File: src/rtl/icache_types.sv
// Shared types and constants for the direct-mapped instruction cache.
package icache_types;

  typedef enum logic [1:0] {
    IDLE = 2'd0,
    FILL = 2'd1,
    RESP = 2'd2
  } icache_state_t;

  localparam int unsigned S_OFFSET = 5;
  localparam int unsigned LINE_W   = 256;
  localparam int unsigned WORD_W   = 32;
  localparam int unsigned WORD_IDX_W = S_OFFSET - 2;

  localparam logic [WORD_W-1:0] NOP = 32'h0000_0013;

  // Tag width left over from a 32-bit address after index and offset
  function automatic int unsigned tag_width(input int unsigned s_index);
    return 32 - s_index - S_OFFSET;
  endfunction

endpackage

File: src/rtl/icache_array.sv
// Line storage for the instruction cache: data, tag and valid per line.
// Synchronous write, asynchronous read, single-cycle clear of all valid bits.
module icache_array
  import icache_types::*;
#(
  parameter int unsigned S_INDEX = 3,
  parameter int unsigned TAG_W   = tag_width(3)
) (
  input  logic               clk,
  input  logic               rst_n,
  input  logic               i_clear,
  input  logic               i_we,
  input  logic [S_INDEX-1:0] i_windex,
  input  logic [TAG_W-1:0]   i_wtag,
  input  logic [LINE_W-1:0]  i_wdata,
  input  logic [S_INDEX-1:0] i_rindex,
  output logic [LINE_W-1:0]  o_rdata,
  output logic [TAG_W-1:0]   o_rtag,
  output logic               o_rvalid
);

  localparam int unsigned LINES = 32'(1) << S_INDEX;

  logic [LINE_W-1:0] r_data [LINES];
  logic [TAG_W-1:0]  r_tag  [LINES];
  logic [LINES-1:0]  r_valid;

  // Valid bits: cleared by reset or flush, set when a line is filled
  always_ff @(posedge clk) begin
    if (!rst_n) begin
      r_valid <= '0;
    end else if (i_clear) begin
      r_valid <= '0;
    end else if (i_we) begin
      r_valid[i_windex] <= 1'b1;
    end
  end

  // Line data and tag capture on fill
  always_ff @(posedge clk) begin
    if (i_we) begin
      r_data[i_windex] <= i_wdata;
      r_tag[i_windex]  <= i_wtag;
    end
  end

  assign o_rdata  = r_data[i_rindex];
  assign o_rtag   = r_tag[i_rindex];
  assign o_rvalid = r_valid[i_rindex];

endmodule

File: src/rtl/icache_responder.sv
// Direct-mapped read-only instruction cache answering IF-stage fetches.
// Misses fill a whole 256-bit line over the pmem read handshake.
// Optional feature: define ICACHE_PERF_EN to add saturating hit/miss counters.
module icache_responder
  import icache_types::*;
#(
  parameter int unsigned S_INDEX = 3
) (
  input  logic              clk,
  input  logic              rst_n,
  input  logic [31:0]       pc_in,
  input  logic              read_req,
  input  logic              flush,
  output logic [31:0]       inst,
  output logic              iresp,
  output logic [31:0]       pmem_address,
  output logic              pmem_read,
  input  logic [LINE_W-1:0] pmem_rdata,
  input  logic              pmem_resp
`ifdef ICACHE_PERF_EN
  ,
  output logic [31:0]       hit_count,
  output logic [31:0]       miss_count
`endif
);

  localparam int unsigned TAG_W = tag_width(S_INDEX);

  icache_state_t r_state, w_state_d;
  logic                  r_iresp, w_iresp_d;
  logic [31:0]           r_inst, w_inst_d;
  logic                  r_pmem_read, w_pmem_read_d;
  logic [31:0]           r_pmem_address, w_pmem_address_d;
  logic [WORD_IDX_W-1:0] r_word, w_word_d;
  logic                  r_flush_pend, w_flush_pend_d;

  logic [TAG_W-1:0]      w_tag;
  logic [S_INDEX-1:0]    w_index;
  logic [WORD_IDX_W-1:0] w_word;
  logic [LINE_W-1:0]     w_rline;
  logic [TAG_W-1:0]      w_rtag;
  logic                  w_rvalid;
  logic                  w_hit;
  logic                  w_accept;
  logic                  w_we;
  logic                  w_clear;
  logic                  w_unused;

  assign w_tag    = pc_in[31 -: TAG_W];
  assign w_index  = pc_in[S_OFFSET +: S_INDEX];
  assign w_word   = pc_in[S_OFFSET-1:2];
  assign w_unused = ^pc_in[1:0];

  // A flush in the same cycle wipes the array, so the request cannot hit
  assign w_hit = w_rvalid && (w_rtag == w_tag) && !flush;
  // While iresp is high the held request is the one just answered
  assign w_accept = (r_state == IDLE) && read_req && !r_iresp;

  icache_array #(
    .S_INDEX (S_INDEX),
    .TAG_W   (TAG_W)
  ) u_array (
    .clk      (clk),
    .rst_n    (rst_n),
    .i_clear  (w_clear),
    .i_we     (w_we && rst_n),
    .i_windex (r_pmem_address[S_OFFSET +: S_INDEX]),
    .i_wtag   (r_pmem_address[31 -: TAG_W]),
    .i_wdata  (pmem_rdata),
    .i_rindex (w_index),
    .o_rdata  (w_rline),
    .o_rtag   (w_rtag),
    .o_rvalid (w_rvalid)
  );

  // State and output registers
  always_ff @(posedge clk) begin
    if (!rst_n) begin
      r_state        <= IDLE;
      r_iresp        <= 1'b0;
      r_inst         <= NOP;
      r_pmem_read    <= 1'b0;
      r_pmem_address <= '0;
      r_word         <= '0;
      r_flush_pend   <= 1'b0;
    end else begin
      r_state        <= w_state_d;
      r_iresp        <= w_iresp_d;
      r_inst         <= w_inst_d;
      r_pmem_read    <= w_pmem_read_d;
      r_pmem_address <= w_pmem_address_d;
      r_word         <= w_word_d;
      r_flush_pend   <= w_flush_pend_d;
    end
  end

  // Next-state, fill control and next output values
  always_comb begin
    w_state_d        = r_state;
    w_iresp_d        = 1'b0;
    w_inst_d         = r_inst;
    w_pmem_read_d    = r_pmem_read;
    w_pmem_address_d = r_pmem_address;
    w_word_d         = r_word;
    w_flush_pend_d   = r_flush_pend;
    w_we             = 1'b0;
    w_clear          = 1'b0;
    unique case (r_state)
      IDLE: begin
        w_clear        = flush;
        w_flush_pend_d = 1'b0;
        if (w_accept) begin
          if (w_hit) begin
            w_iresp_d = 1'b1;
            w_inst_d  = w_rline[{w_word, 5'd0} +: WORD_W];
          end else begin
            w_state_d        = FILL;
            w_pmem_read_d    = 1'b1;
            w_pmem_address_d = {pc_in[31:S_OFFSET], S_OFFSET'(0)};
            w_word_d         = w_word;
          end
        end
      end
      FILL: begin
        if (flush) begin
          w_flush_pend_d = 1'b1;
        end
        if (pmem_resp) begin
          w_we          = 1'b1;
          w_pmem_read_d = 1'b0;
          w_iresp_d     = 1'b1;
          w_inst_d      = pmem_rdata[{r_word, 5'd0} +: WORD_W];
          w_state_d     = RESP;
        end
      end
      RESP: begin
        // Deferred flush lands after the response, including one arriving now
        w_clear        = r_flush_pend || flush;
        w_flush_pend_d = 1'b0;
        w_state_d      = IDLE;
      end
      default: begin
        w_state_d = IDLE;
      end
    endcase
  end

  assign inst         = r_inst;
  assign iresp        = r_iresp;
  assign pmem_read    = r_pmem_read;
  assign pmem_address = r_pmem_address;

`ifdef ICACHE_PERF_EN
  logic [31:0] r_hit_count;
  logic [31:0] r_miss_count;

  // Saturating hit/miss counters, bumped at the IDLE decision
  always_ff @(posedge clk) begin
    if (!rst_n) begin
      r_hit_count  <= '0;
      r_miss_count <= '0;
    end else if (w_accept) begin
      if (w_hit) begin
        if (r_hit_count != '1) r_hit_count <= r_hit_count + 32'd1;
      end else begin
        if (r_miss_count != '1) r_miss_count <= r_miss_count + 32'd1;
      end
    end
  end

  assign hit_count  = r_hit_count;
  assign miss_count = r_miss_count;
`endif

  // The requester must hold its fetch steady while the line is being filled
  a_req_stable: assert property (@(posedge clk) disable iff (!rst_n)
    (r_state == FILL) |-> (read_req && (pc_in[31:2] == {r_pmem_address[31:S_OFFSET], r_word})));

endmodule

File: config.mk
export PLATFORM = sky130hd
export DESIGN_NAME = icache_responder
export DESIGN_NICKNAME = d
export VERILOG_FILES = /design/src/rtl/icache_types.sv /design/src/rtl/icache_array.sv /design/src/rtl/icache_responder.sv
export SDC_FILE = /design/constraint.sdc
export NUM_CORES = 2
export LEC_CHECK = 0
export BUFFER_PORTS_ARGS = -buffer_cell sky130_fd_sc_hd__buf_2
export CAP_MARGIN = 20
export CORE_AREA = 4 4 431 433
export CTS_CLUSTER_DIAMETER = 120
export DETAILED_ROUTE_END_ITERATION = 7
export DIE_AREA = 0 0 435 437
export PLACE_DENSITY = 0.74
export SETUP_SLACK_MARGIN = 0.5
export SLEW_MARGIN = 20
export SYNTH_ARGS = -nofsm -noshare
export SYNTH_HDL_FRONTEND = slang
export SYNTH_SLANG_ARGS = --single-unit
File: constraint.sdc
create_clock -name clk -period 24.4 [get_ports clk]
set_input_delay 2.44 -clock clk [delete_from_list [all_inputs] [get_ports clk]]
set_output_delay 2.44 -clock clk [all_outputs]
set_load 0.1 [all_outputs]
==> flow_metrics.env <==
export IMPL_syn_avg_cell_area_um2=22.2
export IMPL_synthAdderAreaFrac_pct=0
export IMPL_avgViaCountPerCell=6.35
export IMPL_power_density_nw_per_um2=80.3
export IMPL_path_max_fanout=60
export IMPL_ios=359
export IMPL_setup_viol=0
export IMPL_synth_xor_area_share_pct=0.106
export IMPL_track_usage_pct=24.0
export IMPL_grt_pass1_vias=45700
export IMPL_dpl_hpwl_um=132000
export IMPL_htreeDepth=4
export IMPL_cts_buffers=222
export IMPL_reg2reg_from="r_state[0]"
export IMPL_p_total_mw=8.20
export IMPL_first_pass_iters=6
export IMPL_cp_endpoint="u_array.r_data[5][160]"
export IMPL_area_growth_pct=12.7
export IMPL_final_max_slew_viol_count=0
export IMPL_place_gp_congestion=0.801
export IMPL_synthCells=4088
export IMPL_crit_type="input pin to register"
export IMPL_clock_path_buffers=3
export IMPL_synth_top_family_by_area="multiplexers"
export IMPL_wl_met2_um=114000
export IMPL_post_cts_setup_buffer_count=0
export IMPL_whs_ps=468
export IMPL_routed_wl_um=230000
export IMPL_first_iter_violations=5640
export IMPL_synth_edf_count=2240
export IMPL_core_area_um2=182000
export IMPL_yosysSeqAreaShare_pct=75.8
export IMPL_tightest_slew_ps=1210
export IMPL_final_period_utilization_pct=29.7
export IMPL_ys_seq_elements=2315
export IMPL_skew_ps=56.2
export IMPL_end_kind="register"
export IMPL_place_ws_ps=16100
export IMPL_crit_start="rst_n"
export IMPL_clkTransAtPathRegs_ps=60
export IMPL_post_drt_wl_per_cell_um=32.2
export IMPL_die_height_um=437
export IMPL_fin_ws_ps=17160
export IMPL_synth_mux_area_share_pct=18.5
export IMPL_maxCapViolCount=0
export IMPL_min_path_type="register to register"
export IMPL_ys_flop_type="edfxtp_1"
export IMPL_clk_insertion_delay_late_ps=870
export IMPL_antenna_left=0
export IMPL_cts_resized=0
export IMPL_fmax_ghz=0.138
export IMPL_synth_simple_area_share_pct=1.74
export IMPL_rows=157
export IMPL_initial_core_util_pct=49.8
export IMPL_die_w_um=435
export IMPL_syn_area_um2=90700
export IMPL_cts_root_buf="clkbuf_16"
export IMPL_synth_area_leader_cell="edfxtp_1"
export IMPL_hold_violations=0
export IMPL_maxSlewHeadroom_pct=19.6
export IMPL_port_buffers=351
export IMPL_top_layer="met5"
export IMPL_drive_above_1_share_pct=30.9
export IMPL_grt_first_pass_wirelength_um=330000
export IMPL_antenna_found_initial=111
export IMPL_synth_compound_area_share_pct=2.31
export IMPL_cts_hold_buf=0
export IMPL_met1Wirelength_um=83200
export IMPL_setup_tns_ps=0
export IMPL_r2r_cells=9
export IMPL_max_vdd_ir_drop_mv=0.0701
export IMPL_synth_warning_count=0
export IMPL_p_leak_nw=32.4
export IMPL_rsz0062_at_grt="no"
export IMPL_crit_path_start_kind="input pin"
export IMPL_run_status="finished, final reports clean"
export IMPL_dieArea_um2=190000
export IMPL_drc=0
export IMPL_synth_area_top_cells="edfxtp_1 74%, mux4_2 16%, mux2i_1 2.1%, dfxtp_1 1.7%, buf_2 0.49%"
export IMPL_async_flop_share_pct=0
export IMPL_tritoncts="built"
export IMPL_via_count=45300
export IMPL_r2r_end="u_array.r_data[5][160]"
export IMPL_timing_final_crit_period_ps=7240
export IMPL_fill_cells=13100
export IMPL_cts_num_sinks=2315
export IMPL_synth_distinct_cells=62
export IMPL_layout_nets=4800
export IMPL_grt_max_degree=131
export IMPL_wl_met3_um=20700
export IMPL_r2r_setup_slack_ps=17820
export IMPL_synth_top_cell_area_share_pct=74.2
export IMPL_cp_required_ps=24840
export IMPL_gr_total_overflow=0
export IMPL_critPathArrivalTime_ps=7680
[metal layers]
layer,GRT usage [%],vias to the layer above
li1,-,18400
met1,31.1,24000
met2,38.7,2416
met3,5.44,500
met4,11.7,34
met5,0,-
[cells in the final DEF (no fill, tap or decap), types with 7 or more instances in the layout]
cell type   netlist  routed
clkinv_1          1      42
nor2_1           48      39
a211oi_1         20      20
dfxtp_1          75      72
nor3_1           19      17
o21ai_0          71      71
a22oi_1          17      17
mux4_2          649     649
a31oi_1          11      11
bufinv_16         0      10
nand3_1          73      73
nor2b_1          15      13
clkinvlp_4        0       7
clkinv_16         0       8
clkinv_2          0      41
nand2_1         105     104
nand4_1          16      16
or3_1            13      13
clkbuf_16         0     223
a22o_1           14      14
xor2_1            8       8
o211ai_1         16      16
o221ai_1         23      23
diode_2           0      58
clkbuf_1         68      57
buf_4            46      76
buf_12            0      10
mux2_2           25      25
edfxtp_1       2240    2240
clkbuf_8          0      12
o22ai_1          24      24
a21oi_1          85      85
mux2i_1         186     186
buf_2            89     346
nor2_4            0       7
[cells by family after synthesis]
group                     after synthesis
other                                   1
xor gates and xnor gates               11
DFF                                  2315
AOI/OAI and AO/OA                     325
buffers and inverters                 251
muxes                                 860
and+or+nand+nor                       325
[registers in the layout, summed over array words and instances (netlist names), 2 cells and up]
register and count:
pmem_address 27, u_array.r_tag 192, r_state 2, u_array.r_valid 8, r_word 3, inst 32
u_array.r_data 2048
[synthesized netlist by cell type (8+ instances only)]
master,n
nor3_1,19
a21oi_1,85
mux2i_1,186
a211oi_1,20
buf_4,46
o221ai_1,23
nand2_1,105
mux4_2,649
a22oi_1,17
nand3_1,73
xor2_1,8
o21ai_0,71
buf_6,20
buf_2,89
nor2b_1,15
o211ai_1,16
a22o_1,14
dfxtp_1,75
nand4_1,16
buf_1,21
mux2_2,25
nor2_1,48
o22ai_1,24
clkbuf_1,68
a31oi_1,11
or3_1,13
edfxtp_1,2240
[where the power goes]
group	switching [mW]	internal (mW)
registers	0.0221	4.38
logic	0.321	0.185
clock network	1.46	1.83
total	1.81	6.40
[worst max-delay path, stage by stage]
cell and delay (ps):
buf_2 580, clkinv_2 630, nor2_1 320, nand2_1 280, nor2_4 880, buf_4 940
buf_4 680, buf_4 790
[stage by stage]
step	instance area, um^2	utilization (%)	std cells
finish	102000	56.1	7134
global route	102000	56.1	7102
CTS	102000	56.0	7076
detailed placement	95000	52.2	6668
global placement	95000	52.2	6668
floorplan	90700	-	4092
[final cells by class]
cell class                      count  area, um^2  area share [%]
Clock inverter                    116        1070            1.04
Antenna cell                       58         145           0.142
Multi-Input combinational cell   1526       20600            20.2
Clock buffer                      292        5960            5.83
Timing Repair Buffer              435        2550            2.49
Sequential cell                  2315       68800            67.3
Tap cell                         2385        2980            2.92
Inverter                            7        32.5          0.0318
[worst min-delay path by stage]
stage,cells past startpoint,endpoint,from
after floorplan,2,u_array.r_valid[2],u_array.r_valid[2]
after global placement,2,u_array.r_valid[7],u_array.r_valid[7]
after detailed placement,2,u_array.r_valid[7],u_array.r_valid[7]
after CTS,2,inst[8],inst[8]
after global routing,2,inst[15],inst[15]
final,2,inst[8],inst[8]
(Power assumes the default switching activity.)
